$ cat config.mk
export PLATFORM = sky130hd
export DESIGN_NAME = id_ex_pipe_stage
export DESIGN_NICKNAME = d
export VERILOG_FILES = /design/src/rtl/id_ex_pipe_stage.sv
export SDC_FILE = /design/constraint.sdc
export NUM_CORES = 1
export LEC_CHECK = 0
export BUFFER_PORTS_ARGS = -buffer_cell sky130_fd_sc_hd__buf_2
export CELL_PAD_IN_SITES_DETAIL_PLACEMENT = 0
export CELL_PAD_IN_SITES_GLOBAL_PLACEMENT = 1
export CORE_ASPECT_RATIO = 1.2
export CORE_MARGIN = 2
export CORE_UTILIZATION = 37
export CTS_CLUSTER_DIAMETER = 100
export DETAILED_ROUTE_END_ITERATION = 6
export PLACE_DENSITY_LB_ADDON = 0.1
export SETUP_SLACK_MARGIN = 0.05
export SLEW_MARGIN = 20
export SYNTH_ARGS = -nofsm -noshare
export SYNTH_HDL_FRONTEND = slang
export SYNTH_SLANG_ARGS = --single-unit
$ cat constraint.sdc
create_clock -name clk -period 1.4 [get_ports clk]
set_input_delay 0.07 -clock clk [delete_from_list [all_inputs] [get_ports clk]]
set_output_delay 0.07 -clock clk [all_outputs]
set_load 0.02 [all_outputs]
$ cat src/rtl/id_ex_pipe_stage.sv
// ID->EX pipeline register with valid/ready handshake, 2-entry skid buffer, flush and bubbles.
// Optional perf counters (stall_cnt, flush_cnt) are enabled by defining ID_EX_PERF_CNT_EN.
module id_ex_pipe_stage #(
  parameter int unsigned          CTRL_W   = 24,
  parameter int unsigned          DATA_W   = 192,
  parameter logic [CTRL_W-1:0]    CTRL_RST = '0
) (
  input  logic              clk,
  input  logic              reset,
  input  logic              flush,
  input  logic              in_valid,
  output logic              in_ready,
  input  logic [CTRL_W-1:0] in_ctrl,
  input  logic [DATA_W-1:0] in_data,
  output logic              out_valid,
  input  logic              out_ready,
  output logic [CTRL_W-1:0] out_ctrl,
  output logic [DATA_W-1:0] out_data
`ifdef ID_EX_PERF_CNT_EN
  ,
  output logic [31:0]       stall_cnt,
  output logic [15:0]       flush_cnt
`endif
);

  logic              main_valid_q, main_valid_d;
  logic [CTRL_W-1:0] main_ctrl_q, main_ctrl_d;
  logic [DATA_W-1:0] main_data_q, main_data_d;
  logic              skid_valid_q, skid_valid_d;
  logic [CTRL_W-1:0] skid_ctrl_q, skid_ctrl_d;
  logic [DATA_W-1:0] skid_data_q, skid_data_d;
  logic              ready_q, ready_d;
  logic              accept, emit;

  assign accept = in_valid & ready_q;
  assign emit   = main_valid_q & out_ready;

  always_comb begin
    main_valid_d = main_valid_q;
    main_ctrl_d  = main_ctrl_q;
    main_data_d  = main_data_q;
    skid_valid_d = skid_valid_q;
    skid_ctrl_d  = skid_ctrl_q;
    skid_data_d  = skid_data_q;
    if (flush) begin
      // Wrong-path: drop both slots and any beat offered this cycle.
      main_valid_d = 1'b0;
      skid_valid_d = 1'b0;
    end else if (skid_valid_q) begin
      if (emit) begin
        main_ctrl_d  = skid_ctrl_q;
        main_data_d  = skid_data_q;
        skid_valid_d = 1'b0;
      end
    end else if (main_valid_q) begin
      if (accept && emit) begin
        main_ctrl_d = in_ctrl;
        main_data_d = in_data;
      end else if (accept) begin
        skid_valid_d = 1'b1;
        skid_ctrl_d  = in_ctrl;
        skid_data_d  = in_data;
      end else if (emit) begin
        main_valid_d = 1'b0;
      end
    end else if (accept) begin
      main_valid_d = 1'b1;
      main_ctrl_d  = in_ctrl;
      main_data_d  = in_data;
    end
    ready_d = ~skid_valid_d;
  end

  always_ff @(posedge clk) begin
    if (!reset) begin
      main_valid_q <= 1'b0;
      main_ctrl_q  <= '0;
      main_data_q  <= '0;
      skid_valid_q <= 1'b0;
      skid_ctrl_q  <= '0;
      skid_data_q  <= '0;
      ready_q      <= 1'b1;
    end else begin
      main_valid_q <= main_valid_d;
      main_ctrl_q  <= main_ctrl_d;
      main_data_q  <= main_data_d;
      skid_valid_q <= skid_valid_d;
      skid_ctrl_q  <= skid_ctrl_d;
      skid_data_q  <= skid_data_d;
      ready_q      <= ready_d;
    end
  end

  assign in_ready  = ready_q;
  assign out_valid = main_valid_q;
  // Bubble: never expose a dead slot's control bits to EX.
  assign out_ctrl  = main_valid_q ? main_ctrl_q : CTRL_RST;
  assign out_data  = main_data_q;

`ifdef ID_EX_PERF_CNT_EN
  logic [31:0] stall_cnt_q;
  logic [15:0] flush_cnt_q;

  always_ff @(posedge clk) begin
    if (!reset) begin
      stall_cnt_q <= '0;
      flush_cnt_q <= '0;
    end else begin
      if (main_valid_q && !out_ready) stall_cnt_q <= stall_cnt_q + 32'd1;
      if (flush && (main_valid_q || skid_valid_q)) flush_cnt_q <= flush_cnt_q + 16'd1;
    end
  end

  assign stall_cnt = stall_cnt_q;
  assign flush_cnt = flush_cnt_q;
`else
  // Performance counters not built.
`endif

endmodule

# Word-level counts from Yosys, hierarchy flattened
# Index checks and enable logic that the tools add are counted.
[totals]
regBits = 435
in_bits = 221
elab_cells = 41
output_inout_bits = 218
[op_classes]
n_bitwise = 7
n_eq_ne = 2
n_reduce_logical = 5
mux = 20
[ops]
columns = ["cell", "count"]
rows = [
  ["$mux 192", 5],
  ["$mux 24", 6],
  ["$mux 1", 9],
  ["$not 1->1", 5],
  ["$reduce_and 5->1", 1],
  ["$reduce_and 4->1", 1],
  ["$ne 3x1->1 const B", 1],
  ["$reduce_bool 3->1", 1],
  ["$and 1x1->1", 2],
  ["$ne 2x1->1 const B", 1],
  ["$reduce_or 2->1", 1],
  ["$logic_and 1x1->1", 1],
]

# Longest topological paths before layout
# Gate-level depths: netlist of the first run.
[logic_depth]
word_depth = 7
depth_mapped = 7
depth_no_buf = 3

# Least setup slack after synthesis of the first run
# No wires, ideal clock.
[synth_timing]
path_type = "flip-flop to flip-flop"
from = "register main_valid_q, in the netlist out_valid"
to = "register main_data_q[100], in the netlist out_data[100]"
slack_ns = -0.228
path_buffers = 4
stages_incl_launch_ff = 8
required_time_ns = 1.328
arrival_ns = 1.556
period_less_slack_ns = 1.628
setup_ns = 0.072
cell_sequence = "dfxtp_1 > buf_2 > inv_1 > o221ai_1 > buf_4 > buf_6 > buf_8 > mux2i_1"
[synth_between]
elab_chain_len = 4
word_cells_on_any_way = 8
cone_classes = "eq/ne (2); mux (2); bitwise (1); reduce/logical (3)"
[synth_lines]
columns = ["element", "line_no", "source"]
rows = [
  ["from (decl)", "26", "logic main_valid_q, main_valid_d;"],
  ["from (signal assigned)", "84", "main_valid_q <= main_valid_d;"],
  ["$and 1x1->1", "36", "assign emit = main_valid_q & out_ready;"],
  ["$logic_and 1x1->1", "56", "if (accept && emit) begin"],
  ["$ne 3x1->1 (no line)", "n/a", ""],
  ["$reduce_and 4->1 (no line)", "n/a", ""],
  ["to (signal assigned)", "86", "main_data_q <= main_data_d;"],
  ["to (decl)", "28", "logic [DATA_W-1:0] main_data_q, main_data_d;"],
]
# Several ways; a longest one is shown, not always the timed one.
# A chain may end at the register's enable or synchronous reset.

# Worst setup path in the final report of the first run
[layout_timing]
from = "register main_valid_q, in the netlist out_valid"
to = "register main_data_q[179], in the netlist out_data[179]"
# The elaborated chain is that of the path after synthesis.

==> results of run 1 <==
-- stage by stage --
| step | area [µm²] | util | power [mW] | hold slack (ns) |
|---|---|---|---|---|
| after floorplan | 20000 | - | 15.2 | 0.210 |
| after global placement | 23400 | 0.439 | 16.7 | 0.334 |
| after detailed placement | 23400 | 0.439 | 16.7 | 0.339 |
| after CTS | 28000 | 0.525 | 30.2 | 0.0223 |
| after global routing | 29000 | 0.543 | 31.3 | 0.0813 |
| final | 29000 | 0.543 | 30.1 | 0.0944 |
-- synthesized netlist by cell type (all sizes together) --
cell type and number:
nand2 216, nand3 217, o21ai 217, a21oi 2
or3 1, nand2b 218, o21a 1, nor2 1
and3b 1, o221ai 1, nor3 1, o211ai 216
buf 71, and2 25, dfxtp 435, mux2i 216
and3 1, clkbuf 171, a21boi 216, inv 2
-- final timing paths --
path	startpoint	end	slack, ns
setup / recovery	out_valid$_SDFFE_PP0N_	out_data[179]$_SDFFE_PN0P_	-0.22
hold / removal	in_valid	out_valid$_SDFFE_PP0N_	0.09
setup reg to reg	out_valid$_SDFFE_PP0N_	out_data[179]$_SDFFE_PN0P_	-0.22
hold reg to reg	out_data[30]$_SDFFE_PN0P_	out_data[30]$_SDFFE_PN0P_	0.45
-- registers in the layout (all words and copies together) (netlist names) --
register	cells
main_ctrl_q	24
skid_valid_q	1
skid_ctrl_q	24
out_data	192
out_valid	1
in_ready	1
skid_data_q	192
-- logic make-up after synthesis --
group / Yosys count / share of synthesized area
AOI/OAI and AO/OA: 653 / 0.219
muxes: 216 / 0.109
buffers and inverters: 244 / 0.0600
DFF: 435 / 0.438
and+or+nand+nor: 681 / 0.174
-- cell type report --
cell class              count  area [µm²]
fillers                  4877       24400
multi-input cells        1550       10300
flip-flops and latches    435        8720
repair buffers            826        7510
clock buffers              77        1420
well taps                 712         891
clock inverters             7         110
diodes                      5        12.5
inverters                   2        7.51
-- critical path, delay by kind of cell, from the launching register on --
family	cells	cell delay, ns
AND/OR/NAND/NOR	1	0.13
buffers and inverters	5	0.66
flip-flops	1	0.35
multiplexers	1	0.19
AO/OA/AOI/OAI	1	0.20
-- power groups by stage --
stage	registers (mW)	logic, mW	clock network, mW
finish	13.0	4.45	12.6
global route	13.0	4.75	13.5
floorplan	13.6	1.65	0
detailed placement	13.3	3.47	0
CTS	13.0	4.22	13.0
global placement	13.3	3.44	0
-- per-layer routing --
metal | track usage | up-vias | wire, µm | part of all wire
li1 | - | 9166 | - | -
met1 | 0.304 | 9005 | 30600 | 0.45
met2 | 0.374 | 483 | 32200 | 0.47
met3 | 0.0433 | 123 | 3380 | 0.049
met4 | 0.0789 | 2 | 2220 | 0.032
met5 | 0 | - | 11 | 0.00016
-- placed cells by master, fill, tap and decap left out, types with 2 or more instances in the layout --
cell                            count
sky130_fd_sc_hd__nand3_1          171
sky130_fd_sc_hd__o211ai_1         216
sky130_fd_sc_hd__mux2i_1          215
sky130_fd_sc_hd__nand3_4            2
sky130_fd_sc_hd__buf_12            65
sky130_fd_sc_hd__a21boi_0          39
sky130_fd_sc_hd__clkinv_2           4
sky130_fd_sc_hd__nand2_1          216
sky130_fd_sc_hd__dlygate4sd3_1    219
sky130_fd_sc_hd__clkbuf_16         66
sky130_fd_sc_hd__buf_2            412
sky130_fd_sc_hd__bufinv_16          3
sky130_fd_sc_hd__a21oi_1            2
sky130_fd_sc_hd__buf_6             39
sky130_fd_sc_hd__diode_2            5
sky130_fd_sc_hd__clkbuf_1          19
sky130_fd_sc_hd__nand2b_1         218
sky130_fd_sc_hd__o21ai_0           75
sky130_fd_sc_hd__nand3_2           44
sky130_fd_sc_hd__inv_1              2
sky130_fd_sc_hd__and2_4            25
sky130_fd_sc_hd__buf_4             38
sky130_fd_sc_hd__clkbuf_8           9
sky130_fd_sc_hd__dfxtp_4            2
sky130_fd_sc_hd__a21boi_2           6
sky130_fd_sc_hd__o21ai_1          142
sky130_fd_sc_hd__buf_8             13
sky130_fd_sc_hd__a21boi_1         171
sky130_fd_sc_hd__buf_16            22
sky130_fd_sc_hd__dfxtp_1          433
-- timing repair --
item / 4_1_cts / 5_1_grt
endpoints found under the hold margin: 435 / 0
gates resized for setup: 125 / 123
endpoints found under the setup margin: 453 / 460
gates cloned: 14 / 20
pin swaps: 2 / 80
buffers inserted: 16 / 19
hold buffers: 219 / 0
==> implementation parameters, run 1 <==
Parameter                              Value

Status
  Outcome    complete, but fails checks
  Violated checks    negative setup slack

STA
  Clock Skews    0.0154 ns
  Slack of the critical path    -0.223 ns
  Transition time of the tightest slew-check pin    0.538 ns
  Clock period minus final worst setup slack    1.62 ns
  Unrepaired setup endpoints after global routing    true
  Period utilization    1.16
  Setup Total Neg Slack    -64.26 ns
  Max-slew headroom at the worst pin    0.641
  # setup viols final    456
  Endpoints failing hold    0
  Max-slew violation count    0
  Highest clock frequency the design can meet    0.616 GHz

Synthesis
  Synth Register Bits    435
  Count of synthesis-stage warnings from yosys    0
  Average cell area after synthesis    8.92 µm²
  Syn nets    2450
  Most area-consuming cells after synthesis    sky130_fd_sc_hd__dfxtp_1 44%, sky130_fd_sc_hd__mux2i_1 11%, sky130_fd_sc_hd__o211ai_1 8.2%
  Unique cell type count in the Yosys netlist    27
  Cell taking the most area after synthesis    sky130_fd_sc_hd__dfxtp_1
  Synth top area share    0.438
  Post-Syn Instances    2229
  Share of synthesized area occupied by flip-flops and latches    0.438
  Netlist Area Pre-Place    19900 µm²

CTS
  H-tree depth    2
  Clk root buf    sky130_fd_sc_hd__clkbuf_16
  CTS Buffer Depth    3
  Number of clock buffers inserted by TritonCTS    49
  Clock latency of the later-clocked register in the worst-skew pair    0.58 ns
  Clock input transition at the sequential cells of the worst setup and hold paths    0.06 ns
  CTS tree    built
  Sinks on the clock net    435

Placed design
  Number of placed instances with taps included    3243
  HPWL Detailed    41600 µm
  Routability-driven placement congestion ratio    0.774
  Setup slack after placement    -0.142 ns
  Buffers on Ports    438

Route
  Final routed DRC violation total    0
  Router iterations before antenna repair    7
  DR iter-0 viols    1149
  Routed wire length    68400 µm
  Via count of the routed design    18800
  Average vias per placed instance    5.20
  Routed len/inst    18.9 µm
  Antenna-violating nets left    0

Global routing
  Global-route wire length before repair    103000 µm
  Overflow left after global routing    0
  Total global routing track utilization    0.230
  Number of global-route vias before repair    18200
  Number of antenna violations at the first check in global routing    5
  Largest net degree at the start of global routing    132

Cells and area
  Area added between synthesis and finish    45.9%
  Net count of the finished layout    3085
  Final non-filler cell total    3614
  Share of post-route cells with drive strength above 1    0.261

Power
  Net switching power figure    7.73 mW
  Cell Int Power    22.4 mW
  Sw frac    0.257
  Pwr Density    1040 nW/µm²
  Reg power frac    0.433
  Maximum vdd ir drop    0.000775 V
  Clock network fraction of design power    0.419
  Static leakage    11.8 nW
  Combinational fraction of design power    0.148

Floorplan
  Die Width    216 µm
  # IOs    439
  Die Span Y    258 µm
  Area inside the core boundary    53400 µm²
  Std cell rows    93
  Starting density of the core    0.372
  Area of the die    55600 µm²

Critical path
  Critical path's largest stage delay    0.35 ns
  CP Cell Sequence    buf_6 -> and2_4 -> o221ai_4 -> buf_6 -> buf_12 -> buf_8 -> buf_16 -> mux2i_1
  Type of element capturing the critical path    flop
  Kind of critical path    reg2reg
  Cell mode on critical path    sky130_fd_sc_hd__buf_6
  Required time reported for the critical path endpoint    1.90 ns
  Worst endpoint data arrival time    2.12 ns
  Max stage delay cell, worst path    sky130_fd_sc_hd__dfxtp_4
  Critical path fanouts, max    8
  Nature of the critical path startpoint    flop
  Number of cells on the worst reg-to-reg path    8

Min path
  Worst hold-check path type    in2reg
  Hold Path Stages    5

Flow run
  Max capacitance violation total    0
No activity file was read; power rests on OpenSTA's default activity.
==> run 2, diff against run 1 <==
--- a/config.mk
+++ b/config.mk
@@ -8,7 +8,6 @@
 export BUFFER_PORTS_ARGS = -buffer_cell sky130_fd_sc_hd__buf_2
 export CELL_PAD_IN_SITES_DETAIL_PLACEMENT = 0
 export CELL_PAD_IN_SITES_GLOBAL_PLACEMENT = 1
-export CORE_ASPECT_RATIO = 1.2
 export CORE_MARGIN = 2
 export CORE_UTILIZATION = 37
 export CTS_CLUSTER_DIAMETER = 100
==> constraint.sdc (replaced) <==
create_clock -name clk -period 1.48 [get_ports clk]
set_input_delay 0.074 -clock clk [delete_from_list [all_inputs] [get_ports clk]]
set_output_delay 0.074 -clock clk [all_outputs]
set_load 0.02 [all_outputs]
==> run 2 against run 1 <==
  * The flow still finishes with violations (negative setup slack)
  * Sequential power down 5%
  * Core utilization up 5.4 points
  * Via count up 4.3%
  * Clock skew up 0.0028 ns
  * Routed wire length up 13%
  * Non-clock buffer count up 82
  * Count of clock-buffer cells in the layout down 1
  * Worst setup slack better by 0.069 ns
  * Highest routed layer unchanged
==> implementation parameters, run 2 (same netlist as run 1, synthesis figures left out) <==
Parameter                              Value

Critical path
  Worst endpoint data arrival time    2.16 ns (+0.04 ns)
  Critical path fanouts, max    7 (-1)
  Required time reported for the critical path endpoint    2.01 ns (+0.11 ns)
  Nature of the critical path startpoint    flop
  Crit Reg-Reg Startpoint    skid_valid_q$_SDFF_PN0_
  Type of element capturing the critical path    flop
  Crit. Startpoint    skid_valid_q$_SDFF_PN0_
  Kind of critical path    reg2reg

Route
  Via count of the routed design    19600 (+4.3%)
  Antenna-violating nets left    0 (unchanged)
  Average vias per placed instance    5.33 (+2.6%)
  DR iter-0 viols    1249 (+8.7%)
  Routed wire length    77600 µm (+13%)
  Routed len/inst    21.1 µm (+12%)
  Router iterations before antenna repair    5 (-2)
  Final routed DRC violation total    0 (unchanged)

Global routing
  Total global routing track utilization    0.251 (+0.0214)
  Global-route wire length before repair    111000 µm (+7.6%)
  Largest net degree at the start of global routing    67 (-49%)
  Number of antenna violations at the first check in global routing    5 (unchanged)
  Number of global-route vias before repair    18800 (+3.1%)
  Overflow left after global routing    0 (unchanged)

Power
  Pwr Density    942 nW/µm² (-9.2%)
  Static leakage    12.7 nW (+7.5%)
  Total power draw    29.7 mW (-1.2%)
  Maximum vdd ir drop    0.000801 V (+3.3%)

STA
  Unrepaired setup endpoints after global routing    true
  Period utilization    1.10 (-0.0551)
  Slack of the critical path    -0.154 ns (+0.0687 ns)
  Endpoints failing hold    0 (unchanged)
  Clock period minus final worst setup slack    1.63 ns (+0.0113 ns)
  Max-slew violation count    0 (unchanged)
  Transition time of the tightest slew-check pin    0.494 ns (-0.0440 ns)
  # setup viols final    419 (-8.1%)
  Max-slew headroom at the worst pin    0.671 (+0.0293)
  Setup Total Neg Slack    -29.54 ns (+34.72 ns)
  Clock Skews    0.0182 ns (+0.00282 ns)
  Highest clock frequency the design can meet    0.612 GHz (-0.69%)

CTS
  H-tree depth    2 (unchanged)
  Clk root buf    sky130_fd_sc_hd__clkbuf_16
  CTS Buffer Depth    3 (unchanged)
  Clock input transition at the sequential cells of the worst setup and hold paths    0.06 ns (about the same)
  Number of clock buffers inserted by TritonCTS    49 (unchanged)
  Sinks on the clock net    435 (unchanged)
  CTS tree    built
  Clock latency of the later-clocked register in the worst-skew pair    0.60 ns (+0.02 ns)

Floorplan
  Area of the die    55600 µm² (about the same)
  Std cell rows    84 (-9.7%)
  Die Span Y    236 µm (-8.6%)
  # IOs    439 (unchanged)
  Die Width    236 µm (+9.4%)
  Starting density of the core    0.376 (+0.00383)
  Area inside the core boundary    52900 µm² (-1.0%)

Cells and area
  Register Area    8720 µm² (about the same)
  Number of inserted filler cells in the final layout    4551 (-6.7%)
  Net count of the finished layout    3167 (+2.7%)
  Area added between synthesis and finish    58.8%
  Highest-count cells in the layout ignoring fill and taps    432 x sky130_fd_sc_hd__dfxtp_1, 416 x sky130_fd_sc_hd__buf_2, 220 x sky130_fd_sc_hd__dlygate4sd3_1, 218 x sky130_fd_sc_hd__nand2b_1
  Most common cell after layout, fill and taps aside    sky130_fd_sc_hd__dfxtp_1
  Area of the multi-input gates    11200 µm² (+8.7%)
  Share of post-route cells with drive strength above 1    0.349 (+0.0876)

Min path
  Worst hold start    in_data[51]
  Worst hold-check path type    in2reg

Placed design
  Buffers on Ports    438 (unchanged)
  Routability-driven placement congestion ratio    0.796 (+2.8%)
  HPWL Detailed    42000 µm (+0.90%)

Status
  Violated checks    negative setup slack
  Outcome    complete, but fails checks

Flow run
  Max capacitance violation total    0 (unchanged)
==> run 2: cell types whose count changed in the layout (fill, tap and decap cells not counted), sizes merged <==
cell / before / now
bufinv: 3 / 2
buf: 589 / 653
bufbuf: 0 / 1
clkbuf: 95 / 110
clkinvlp: 0 / 1
diode: 5 / 4
dlygate4sd3: 219 / 220
clkinv: 4 / 6
inv: 2 / 3
==> run 2: per-layer routing <==
| metal | part of all wire | GRT usage |
|---|---|---|
| met1 | 0.45 | 0.343 |
| met2 | 0.48 | 0.415 |
| met3 | 0.050 | 0.0355 |
| met4 | 0.020 | 0.0672 |
| met5 | 0.00017 | 0 |
==> run 2: layout make-up <==
cell class | count | area share
clock inverter | 10 | 0.00337
inverter | 2 | 0.000238
timing repair buffer | 908 | 0.289
multi-input combinational | 1550 | 0.356
clock buffer | 76 | 0.0479
sequential | 435 | 0.276
antenna | 4 | 0.000317
tap | 688 | 0.0273
==> run 2: worst paths after layout <==
check | to | slack [ns] | cells past startpoint
setup / recovery | skid_data_q[34]$_SDFFE_PN0P_ | -0.15 | 8
hold / removal | skid_data_q[51]$_SDFFE_PN0P_ | 0.28 | 4
hold reg to reg | skid_ctrl_q[10]$_SDFFE_PN0P_ | 0.45 | 2
setup reg to reg | skid_data_q[34]$_SDFFE_PN0P_ | -0.15 | 8
==> run 2: timing repair <==
action	4_1_cts	5_1_grt
setup endpoints to repair	431	456
pin swaps	51	203
setup buffers	37	31
hold endpoints to repair	435	0
hold buffers	220	0
cloned	35	40
gates resized for setup	292	328
==> run 2: power breakdown <==
group / internal, mW / total, mW / switching (mW)
sequential: 12.1 / 12.3 / 0.246
combinational: 2.45 / 5.00 / 2.54
clock: 7.32 / 12.4 / 5.07
==> run 2: critical path: stages (launching register included) <==
cell	delay [ns]
sky130_fd_sc_hd__dfxtp_4	0.36
sky130_fd_sc_hd__buf_4	0.14
sky130_fd_sc_hd__nor3_4	0.20
sky130_fd_sc_hd__buf_6	0.17
sky130_fd_sc_hd__buf_12	0.15
sky130_fd_sc_hd__buf_12	0.16
sky130_fd_sc_hd__buf_12	0.14
sky130_fd_sc_hd__nand3_2	0.08
sky130_fd_sc_hd__a21boi_1	0.16
==> run 2: metrics by stage <==
stage	cells	util	hold WS, ns	setup WS [ns]	area, µm²
floorplan	2229	-	0.214	0.0263	20000
global placement	3230	0.442	0.339	-0.0472	23400
detailed placement	3230	0.442	0.344	-0.0913	23400
CTS	3607	0.552	0.250	-0.128	29200
global route	3673	0.597	0.286	-0.211	31600
finish	3673	0.597	0.282	-0.154	31600
==> run 3, diff against run 2 <==
--- a/config.mk
+++ b/config.mk
@@ -9,7 +9,7 @@
 export CELL_PAD_IN_SITES_DETAIL_PLACEMENT = 0
 export CELL_PAD_IN_SITES_GLOBAL_PLACEMENT = 1
 export CORE_MARGIN = 2
-export CORE_UTILIZATION = 37
+export CORE_UTILIZATION = 30
 export CTS_CLUSTER_DIAMETER = 100
 export DETAILED_ROUTE_END_ITERATION = 6
 export PLACE_DENSITY_LB_ADDON = 0.1
==> run 3 against run 2 <==
  * The run still ends with negative setup slack left
  * Core utilization fell by 16 points
  * Design area down 9.6%
  * Maximum frequency up 2.9%
  * Worst setup slack better by 0.046 ns
  * Highest routed layer unchanged
  * Combinational power down 19%
  * Clock skew is 0.0030 ns lower
==> implementation parameters, run 3 (same netlist as run 1, synthesis figures left out) <==
Parameter                              Value

Flow run
  Max capacitance violation total    0 (unchanged)

Power
  Pwr Density    1030 nW/µm² (+9.5%)
  Maximum vdd ir drop    0.00103 V (+29%)
  Static leakage    11.7 nW (-8.3%)
  Cell Int Power    21.9 mW (about the same)
  Clock network fraction of design power    0.444 (+0.027)
  Reg power frac    0.419 (+0.004)
  Net switching power figure    7.55 mW (-3.9%)
  Combinational fraction of design power    0.137 (-0.031)
  Sw frac    0.257 (-0.00778)

Critical path
  Family with the most delay on the worst path    buffers and inverters
  Number of cells on the worst reg-to-reg path    5 (-3)
  Nature of the critical path startpoint    flop
  Worst endpoint data arrival time    2.10 ns (-0.06 ns)
  Critical path's largest stage delay    0.38 ns (+0.02 ns)
  Cell mode on critical path    sky130_fd_sc_hd__buf_12
  Critical path fanouts, max    22 (+15)
  Type of element capturing the critical path    flop
  Crit Reg-Reg Startpoint    skid_valid_q$_SDFF_PN0_
  Count of buffering cells on the critical path with inverters included    2 (-3)
  Crit. Startpoint    skid_valid_q$_SDFF_PN0_
  Endpoint of the lowest-slack register-to-register path    out_data[45]$_SDFFE_PN0P_
  Required time reported for the critical path endpoint    1.99 ns (-0.02 ns)
  Max stage delay cell, worst path    sky130_fd_sc_hd__dfxtp_4
  CP Cell Sequence    and3b_1 -> o221ai_4 -> buf_12 -> buf_12 -> mux2i_1
  Reg2reg setup slack    -0.11 ns (+0.05 ns)
  Kind of critical path    reg2reg

CTS
  Clock latency of the later-clocked register in the worst-skew pair    0.59 ns (about the same)
  H-tree depth    2 (unchanged)
  Clk root buf    sky130_fd_sc_hd__clkbuf_16
  CTS Buffer Depth    3 (unchanged)
  Number of clock buffers inserted by TritonCTS    52 (+6.1%)
  Sinks on the clock net    435 (unchanged)
  CTS tree    built
  Clock input transition at the sequential cells of the worst setup and hold paths    0.06 ns (about the same)

STA
  Slack of the critical path    -0.108 ns (+0.0465 ns)
  Period utilization    1.07 (-0.0314)
  Clock Skews    0.0152 ns (-0.00300 ns)
  Max-slew violation count    0 (unchanged)
  Transition time of the tightest slew-check pin    0.562 ns (+0.0681 ns)
  Highest clock frequency the design can meet    0.630 GHz (+2.9%)
  Endpoints failing hold    0 (unchanged)
  Clock period minus final worst setup slack    1.59 ns (-0.0465 ns)
  # setup viols final    374 (-11%)
  Max-slew headroom at the worst pin    0.625 (-0.0454)
  Unrepaired setup endpoints after global routing    true

Cells and area
  Highest-count cells in the layout ignoring fill and taps    433 x sky130_fd_sc_hd__dfxtp_1, 413 x sky130_fd_sc_hd__buf_2, 220 x sky130_fd_sc_hd__dlygate4sd3_1, 218 x sky130_fd_sc_hd__nand2b_1
  Area added between synthesis and finish    43.5%
  Share of post-route cells with drive strength above 1    0.247 (-0.101)
  Number of inserted filler cells in the final layout    6662 (+46%)
  Most common cell after layout, fill and taps aside    sky130_fd_sc_hd__dfxtp_1
  Net count of the finished layout    3081 (-2.7%)
  Utilization after layout    0.435 (-0.162)

Placed design
  HPWL Detailed    45700 µm (+9.0%)
  Buffers on Ports    438 (unchanged)
  Routability-driven placement congestion ratio    0.743 (-6.6%)
  Setup slack after placement    -0.175 ns (-0.0833 ns)

Status
  Outcome    complete, but fails checks
  Violated checks    negative setup slack

Min path
  Worst hold start    in_valid
  Hold Path Stages    5 (+1)
  Worst hold-check path type    in2reg
  Terminating pin of the worst hold path    skid_data_q[183]$_SDFFE_PN0P_

Floorplan
  Std cell rows    94 (+12%)
  Die Width    261 µm (+11%)
  Die Span Y    261 µm (+11%)
  Starting density of the core    0.303 (-0.0731)
  # IOs    439 (unchanged)
  Area inside the core boundary    65600 µm² (+24%)
  Area of the die    68300 µm² (+23%)

Global routing
  Number of antenna violations at the first check in global routing    8 (+3)
  Overflow left after global routing    0 (unchanged)
  Global-route wire length before repair    104000 µm (-5.9%)
  Total global routing track utilization    0.191 (-0.0599)
  Largest net degree at the start of global routing    95 (+42%)
  Number of global-route vias before repair    18400 (-1.8%)

Route
  Router iterations before antenna repair    5 (unchanged)
  Final routed DRC violation total    0 (unchanged)
  Routed len/inst    18.7 µm (-12%)
  Average vias per placed instance    4.94 (-7.4%)
  Via count of the routed design    18600 (-5.1%)
  Antenna-violating nets left    0 (unchanged)
  DR iter-0 viols    994 (-20%)
  Routed wire length    70300 µm (-9.4%)
run 3: cell types whose count changed in the layout (fill, tap and decap cells not counted), sizes merged:
| cell | previous run | this run |
|---|---|---|
| buf | 653 | 586 |
| clkbuf | 110 | 94 |
| clkinv | 6 | 8 |
| diode | 4 | 2 |
| bufbuf | 1 | 0 |
| bufinv | 2 | 3 |
| clkinvlp | 1 | 0 |
| inv | 3 | 2 |
run 3: tightest hold or removal path, cell delays in order:
cell	delay [ns]
sky130_fd_sc_hd__buf_2	0.13
sky130_fd_sc_hd__nand3_4	0.11
sky130_fd_sc_hd__buf_12	0.15
sky130_fd_sc_hd__o21ai_1	0.08
sky130_fd_sc_hd__a21boi_1	0.12
run 3: worst max-delay path by stage:
stage                            endpoint  slack, ns  cells after the start
2_1_floorplan  out_data[143]$_SDFFE_PN0P_       0.03                      7
3_3_place_gp    out_data[29]$_SDFFE_PN0P_      -0.12                      5
3_5_place_dp    out_data[35]$_SDFFE_PN0P_      -0.17                      5
4_1_cts         out_data[35]$_SDFFE_PN0P_      -0.14                      5
5_1_grt         out_data[83]$_SDFFE_PN0P_      -0.18                      5
6_report        out_data[45]$_SDFFE_PN0P_      -0.11                      5
run 3: area by class of cell:
class / instances / area (µm²) / area share
tap: 864 / 1080 / 0.0379
antenna: 2 / 5.00 / 0.000175
clock inverter: 11 / 130 / 0.00456
inverter: 2 / 7.51 / 0.000263
multi-input combinational: 1550 / 10100 / 0.355
timing repair buffer: 819 / 6850 / 0.240
clock buffer: 81 / 1600 / 0.0562
sequential: 435 / 8720 / 0.306
run 3: timing repair:
item                                   CTS  global route
pin swaps                                0             2
setup buffers                            3            13
resized for setup                       32            72
cloned                                   0            14
setup endpoints to repair              315           453
hold buffers                           220             0
endpoints found under the hold margin  435             0
run 3: routing by layer:
metal	track usage	vias up	wire length, µm
met1	0.251	8913	31900
met4	0.0524	12	1610
li1	-	9151	-
met3	0.0347	109	3180
met5	0	-	73
met2	0.321	399	33500
run 3: power groups by stage:
stage	combinational (mW)	clock, mW	sequential [mW]
floorplan	1.56	0	12.9
global placement	3.38	0	12.6
detailed placement	3.40	0	12.6
CTS	3.90	13.5	12.3
global route	4.34	14.0	12.4
finish	4.03	13.1	12.3
run 3: through the flow:
step                      cell area (µm²)  cells  hold slack [ns]  power, mW  setup TNS (ns)
after detailed placement            23800   3420            0.346       16.0          -21.59
after CTS                           27800   3735           0.0770       29.7          -20.74
after global placement              23800   3420            0.341       16.0          -12.50
after floorplan                     20000   2229            0.214       14.4               0
final                               28500   3764            0.111       29.4          -16.74
after global routing                28500   3764            0.103       30.7          -44.46
